**config.mk**
```make
export PLATFORM = sky130hd
export DESIGN_NAME = tx_ctrl_sys
export DESIGN_NICKNAME = d
export VERILOG_FILES = /design/src/rtl/tx_ctrl_sys.sv
export SDC_FILE = /design/constraint.sdc
export NUM_CORES = 1
export LEC_CHECK = 0
export CORE_MARGIN = 4
export CORE_UTILIZATION = 45
export CTS_CLUSTER_DIAMETER = 50
export DETAILED_ROUTE_END_ITERATION = 16
export PLACE_DENSITY = 0.79
export SLEW_MARGIN = 20
export SYNTH_ARGS = -nofsm -noshare
export SYNTH_HDL_FRONTEND = slang
export SYNTH_SLANG_ARGS = --single-unit
```
**constraint.sdc**
```tcl
create_clock -name CLK -period 3.2 [get_ports CLK]
set_input_delay 0.64 -clock CLK [delete_from_list [all_inputs] [get_ports CLK]]
set_output_delay 0.64 -clock CLK [all_outputs]
set_load 0.01 [all_outputs]
```
**src/rtl/tx_ctrl_sys.sv**
```systemverilog
// Transmit controller: buffers register-file bytes and ALU results, then
// serialises them one byte at a time into a UART transmitter using its Busy handshake.
module tx_ctrl_sys #(
  parameter int DATA_WIDTH   = 8,
  parameter int BUSY_TIMEOUT = 4
) (
  input  logic                      CLK,
  input  logic                      RST,
  input  logic [DATA_WIDTH-1:0]     RdData,
  input  logic                      RdData_Valid,
  input  logic [2*DATA_WIDTH-1:0]   ALU_OUT,
  input  logic                      ALU_OUT_Valid,
  input  logic                      Busy,
  output logic [DATA_WIDTH-1:0]     TX_P_DATA,
  output logic                      TX_DATA_VLD,
  output logic                      CTRL_BUSY,
  output logic                      OVR_ERR
);

  localparam int CNT_W = (BUSY_TIMEOUT < 1) ? 1 : $clog2(BUSY_TIMEOUT + 1);
  localparam logic [CNT_W-1:0] CNT_MAX = CNT_W'(BUSY_TIMEOUT);

  typedef enum logic [2:0] {
    IDLE,
    RF_SEND,
    ALU_LSB_SEND,
    ALU_MSB_SEND,
    WAIT_BUSY_HI,
    WAIT_BUSY_LO
  } state_t;

  state_t                    state, state_nxt;
  state_t                    src, src_nxt;
  logic [CNT_W-1:0]          cnt, cnt_nxt, cnt_inc;
  logic [DATA_WIDTH-1:0]     rf_hold;
  logic [2*DATA_WIDTH-1:0]   alu_hold;
  logic                      rf_pend, alu_pend;
  logic [2*DATA_WIDTH-1:0]   xfer;
  logic                      rf_take, alu_take;
  logic                      rf_ovr, alu_ovr;
  logic                      tx_ld;
  logic [DATA_WIDTH-1:0]     tx_byte;

  assign cnt_inc = cnt + CNT_W'(1);

  // A strobe is an overflow only if the slot stays occupied through this edge.
  assign rf_ovr  = RdData_Valid  && rf_pend  && !rf_take;
  assign alu_ovr = ALU_OUT_Valid && alu_pend && !alu_take;

  assign CTRL_BUSY = (state != IDLE) || rf_pend || alu_pend;

  always_comb begin
    state_nxt = state;
    src_nxt   = src;
    cnt_nxt   = cnt;
    tx_ld     = 1'b0;
    tx_byte   = xfer[DATA_WIDTH-1:0];
    rf_take   = 1'b0;
    alu_take  = 1'b0;
    case (state)
      IDLE: begin
        if (rf_pend) begin
          rf_take   = 1'b1;
          state_nxt = RF_SEND;
        end else if (alu_pend) begin
          alu_take  = 1'b1;
          state_nxt = ALU_LSB_SEND;
        end
      end
      RF_SEND, ALU_LSB_SEND, ALU_MSB_SEND: begin
        if (state == ALU_MSB_SEND) tx_byte = xfer[2*DATA_WIDTH-1:DATA_WIDTH];
        if (!Busy) begin
          tx_ld     = 1'b1;
          src_nxt   = state;
          cnt_nxt   = '0;
          state_nxt = WAIT_BUSY_HI;
        end
      end
      WAIT_BUSY_HI: begin
        if (Busy) begin
          cnt_nxt   = '0;
          state_nxt = WAIT_BUSY_LO;
        end else begin
          cnt_nxt = cnt_inc;
          // UART never acknowledged: resend the same byte, no retry limit.
          if (cnt_inc == CNT_MAX) state_nxt = src;
        end
      end
      WAIT_BUSY_LO: begin
        if (!Busy) state_nxt = (src == ALU_LSB_SEND) ? ALU_MSB_SEND : IDLE;
      end
      default: state_nxt = IDLE;
    endcase
  end

  always_ff @(posedge CLK) begin
    if (RST) begin
      state       <= IDLE;
      src         <= IDLE;
      cnt         <= '0;
      rf_hold     <= '0;
      alu_hold    <= '0;
      rf_pend     <= 1'b0;
      alu_pend    <= 1'b0;
      xfer        <= '0;
      TX_P_DATA   <= '0;
      TX_DATA_VLD <= 1'b0;
      OVR_ERR     <= 1'b0;
    end else begin
      state <= state_nxt;
      src   <= src_nxt;
      cnt   <= cnt_nxt;

      if (RdData_Valid && !rf_ovr) begin
        rf_hold <= RdData;
        rf_pend <= 1'b1;
      end else if (rf_take) begin
        rf_pend <= 1'b0;
      end

      if (ALU_OUT_Valid && !alu_ovr) begin
        alu_hold <= ALU_OUT;
        alu_pend <= 1'b1;
      end else if (alu_take) begin
        alu_pend <= 1'b0;
      end

      // Snapshot the outgoing word so a same-edge recapture cannot corrupt it.
      if (rf_take) xfer <= {{DATA_WIDTH{1'b0}}, rf_hold};
      else if (alu_take) xfer <= alu_hold;

      TX_DATA_VLD <= tx_ld;
      if (tx_ld) TX_P_DATA <= tx_byte;
      OVR_ERR <= rf_ovr || alu_ovr;
    end
  end

endmodule

```
# ---- Word-level counts from Yosys, hierarchy flattened
# Index checks and enable logic that the tools add are counted.
dict set report totals {
  output_inout_bits 11
  regBits 61
  in_bits 29
}
dict set report classes {
  n_mux 26
  add_sub_neg 1
  n_eq_ne 11
  bitwise 1
  reduce_logical 24
}
# cell count
set op_table {}
lappend op_table {{$mux W8} 4}
lappend op_table {{$mux W3} 8}
lappend op_table {{$pmux W3 S4} 1}
lappend op_table {{$mux W1} 11}
lappend op_table {{$eq A3 B2 Y1 const B} 3}
lappend op_table {{$eq A3 B3 Y1 const B} 3}
lappend op_table {{$reduce_bool A2 Y1} 4}
lappend op_table {{$logic_and A1 B1 Y1} 6}
lappend op_table {{$ne A3 B3 Y1 const B} 2}
lappend op_table {{$pmux W3 S2} 1}
lappend op_table {{$logic_not A1 Y1} 4}
lappend op_table {{$ne A2 B2 Y1 const B} 2}
lappend op_table {{$reduce_and A2 Y1} 2}
lappend op_table {{$reduce_and A4 Y1} 1}
lappend op_table {{$add A3 B1 Y3 const B} 1}
lappend op_table {{$eq A3 B1 Y1 const B} 1}
lappend op_table {{$logic_not A3 Y1} 1}
lappend op_table {{$logic_or A1 B1 Y1} 3}
lappend op_table {{$reduce_bool A3 Y1} 1}
lappend op_table {{$reduce_or A3 Y1} 1}
lappend op_table {{$mux W2} 1}
lappend op_table {{$reduce_or A2 Y1} 1}
lappend op_table {{$not A1 Y1} 1}

# ---- Logic depth before layout (Yosys ltp)
dict set report logic_depth {
  depth_word 8
  depth_mapped 8
}

# ---- Worst setup path before layout
# OpenSTA, ideal clock, no wires.
dict set report synth_timing {
  path_type {flip-flop to flip-flop}
  from {reg state[0]}
  to {reg alu_hold[6]}
  slack_ns 1.597
  setup_time_ns 0.132
  arrival_ns 1.471
  path_stages_with_launch 8
  required_time_ns 3.068
  path_cell_list {dfxtp_1 buf_6 or4_4 nand2_2 nand2_1 buf_2 nand2_1 a21oi_2}
}
dict set report synth_via {
  elab_chain_len 6
}
# element line_no
set synth_rtl {}
lappend synth_rtl {{start, declared} 32} ;# state_t state, state_nxt;
lappend synth_rtl {{start signal, assigned} 110} ;# state <= state_nxt;
lappend synth_rtl {{$logic_not A3 Y1} 60} ;# case (state)
lappend synth_rtl {{$mux W1} 60}
lappend synth_rtl {{$logic_not A1 Y1} 48} ;# assign alu_ovr = ALU_OUT_Valid && alu_pend && !alu_take;
lappend synth_rtl {{$logic_and A1 B1 Y1} 48}
lappend synth_rtl {{$logic_not A1 Y1} 121} ;# if (ALU_OUT_Valid && !alu_ovr) begin
lappend synth_rtl {{$logic_and A1 B1 Y1} 121}
lappend synth_rtl {{end signal, assigned} 102} ;# alu_hold <= '0;
lappend synth_rtl {{end signal, assigned} 122} ;# alu_hold <= ALU_OUT;
lappend synth_rtl {{end, declared} 36} ;# logic [2*DATA_WIDTH-1:0] alu_hold;
# No other way between the ends.
# A chain may end at the register's enable or synchronous reset.

# ---- Worst setup path after layout
dict set report layout_timing {
  from {reg state[2]}
  to {out CTRL_BUSY}
}
dict set report layout_via {
  elab_chain_len 3
}
# element line_no
set layout_rtl {}
lappend layout_rtl {{$reduce_bool A3 Y1} 50} ;# assign CTRL_BUSY = (state != IDLE) || rf_pend || alu_pend;
lappend layout_rtl {{$logic_or A1 B1 Y1 (2 in series)} 50}
lappend layout_rtl {{end, declared} 16} ;# output logic CTRL_BUSY,
# No other way between the ends.

==> summary.txt <==
Status
  • Status: completed

Timing
  • Worst-margin pin slew: 0.6493 ns
  • Setup Viol. Count Final: 0
  • Final hold viol count: 0
  • Max Clk Rate: 404.3 MHz
  • Setup WS post-layout: between 0.7 and 0.8 ns
  • Worst Clk Skew: a little under 0.008 ns
  • Final Max Slew Viols: 0
  • Rel. slew slack: 0.5672
  • Minimum clock period after layout: 2.473 ns
  • Crit share post-route: 0.7729
  • Setup total negative slack: 0 ns
  • Unrepaired setup endpoints after global routing: false

Final layout
  • Layout cells sized above 1: 0.08050
  • Filler Cell Count: 486
  • P&R area growth vs syn: 21.80%
  • Reg area: 1221 sq um
  • Design area: around 3000 sq um
  • Ant diodes: 0
  • Area of the multi-input gates: 1141 sq um
  • Most frequent cells in the layout: 64 x nand2_1, 61 x dfxtp_1, 38 x clkdlybuf4s50_1
  • Commonest non-fill, non-tap cell in the layout: nand2_1
  • Layout Nets: 350

Global route
  • Total congestion overflow: 0
  • Initial antenna violation count: 0
  • GRT Util Overall: 0.1583
  • First-pass GRT wire length: 8079 um
  • Vias in the first global route: roughly 1900
  • Largest net degree at the start of global routing: 37

Synthesis
  • YS warnings: 0
  • Synth Cell Area: 2474 sq um
  • Post-synthesis sequential area ratio: 0.4937
  • Post-Syn Nets: about 320
  • Yosys cell types: 40
  • Synth Register Bits: 61
  • Synthesized instance count: between 200 and 300
  • Syn Area/Cell: 8.619 sq um

CTS
  • Postcts setup bufs: 0
  • CTS sink cnt: 61
  • CTS tree: yes
  • Clock Path Buffers: 2
  • Clock root buffer: clkbuf_8
  • Post-CTS resize count: 0
  • CTS buffer count: 9
  • H-Tree Depth: 3
  • Reg clk slew, reported paths: roughly 0.060 ns
  • Post-CTS Hold Buffers: 0
  • Clk Latency, worst-skew pair: around 0.33 ns

Place
  • Routability Congestion: 0.8833
  • DP Worst Slack: 1.018 ns
  • Port Buf Inserts: 39
  • Dpl hpwl: between 3000 and 4000 um
  • DP Area: 2854 sq um

Die
  • CORE AREA: 5205 sq um
  • Die height: 82.14 um
  • Die Area: 6747 sq um
  • Die Wd: 82.14 um
  • Initial core utilization: 0.4752
  • Io pins: 40
  • Std cell rows: 26

Setup path
  • Worst setup SP type: register
  • Worst Path Arrival: 1.83 ns
  • Kind of critical path: register to output port
  • Data required, critical path: around 2.6 ns
  • Worst Setup End Kind: output port
  • Worst-path fanout max: 15

Power
  • PwrDens: 692.9 nW/um^2
  • Tot Pwr: 2088 uW
  • Worst VDD drop: 0.3012 mV
  • Leak: 0.001141 uW

Routing
  • Wirelength, routed: 5045 um
  • Via count: 2022
  • Vias per inst: 5.145
  • Antenna Violating Nets Remaining: 0
  • Initial drt markers: 59
  • DR pass1 iterations: 4
  • # DRC: 0
  • Routed wire per std cell: 12.84 um

Job
  • Max Cap Viol: 0

Worst hold path
  • Hold WC Path Type: register to register
[logic make-up (layout without fill, tap and decap cells)]
group,after synthesis,count (layout),synth area share
multiplexers,17,17,0.06930
buffers and inverters,21,57,0.04501
XOR/XNOR,1,1,0.003541
adder cells (fa/ha/maj),2,2,0.01011
AND/OR/NAND/NOR,116,116,0.2038
flip-flops,61,61,0.4937
AO/OA/AOI/OAI,69,69,0.1745
[synth_stat cells (all sizes together)]
master	count	area share
a21oi	38	0.081
a22oi	10	0.030
nand3	1	0.0020
mux2	1	0.0046
or4	1	0.0046
mux2i	16	0.065
and2	3	0.0086
dfxtp	61	0.49
a311oi	1	0.0035
o22ai	2	0.0051
a2111oi	1	0.0061
buf	8	0.025
inv	1	0.0015
nor2b	1	0.0025
a22o	1	0.0035
nor3	2	0.0061
nand2	65	0.10
a32oi	1	0.0035
xor2	1	0.0035
or4b	1	0.0040
o21ai	5	0.010
clkbuf	12	0.018
ha	2	0.010
nor4	2	0.0051
nand2b	2	0.0051
nand4b	1	0.0035
nor2	32	0.049
o211ai	1	0.0030
nor3b	1	0.0030
or2	2	0.0051
nand3b	2	0.0061
o22a	1	0.0035
a211oi	8	0.024
[state kept, by name (all words and copies together), names as in the netlist]
| register | cells |
|---|---|
| OVR_ERR | 1 |
| TX_DATA_VLD | 1 |
| TX_P_DATA | 8 |
| alu_hold | 16 |
| alu_pend | 1 |
| cnt | 3 |
| rf_hold | 8 |
| rf_pend | 1 |
| src | 3 |
| state | 3 |
| xfer | 16 |
[path summary, 6_finish.rpt]
check,startpoint,slack [ns],end,cells past startpoint
hold / removal,xfer[13]$_SDFFE_PP0P_,0.45,xfer[13]$_SDFFE_PP0P_,2
hold reg to reg,xfer[13]$_SDFFE_PP0P_,0.45,xfer[13]$_SDFFE_PP0P_,2
setup / recovery,state[2]$_SDFFE_PP0P_,0.73,CTRL_BUSY,3
setup reg to reg,state[2]$_SDFFE_PP0P_,1.12,xfer[6]$_SDFFE_PP0P_,5
[layout make-up]
type,instances,area share
Inverter,1,0.001246
Multi-Input combinational cell,205,0.3787
Clock buffer,13,0.04942
Sequential cell,61,0.4053
Clock inverter,2,0.003322
Tap cell,70,0.02907
Timing Repair Buffer,41,0.1329
[through the flow]
step | util | hold slack (ns) | instances
after floorplan | - | 0.4321 | 287
after global placement | 0.5483 | 0.4414 | 378
final | 0.5788 | 0.4541 | 393
after detailed placement | 0.5483 | 0.4472 | 378
after global routing | 0.5788 | 0.4675 | 393
after CTS | 0.5788 | 0.4551 | 393
[critical path, cell delays in order (launching register included)]
cell and delay, ns:
dfxtp_1 0.47, nor4_1 0.44, nand2b_1 0.10, clkdlybuf4s50_1 0.49
[report_power, final]
group | switching, uW | internal [uW] | total (uW)
Clock | 270 | 296 | 566
Sequential | 85.5 | 859 | 944
Combinational | 316 | 261 | 577
Total | 672 | 1420 | 2090
[layer usage]
layer	vias up	wire, um	global-route usage
met2	42	2519	0.2795
li1	1046	-	-
met1	926	2234	0.1691
met3	8	204	0.04230
met5	-	0	0
met4	0	87	0.09136
No activity file was read; power rests on OpenSTA's default activity.
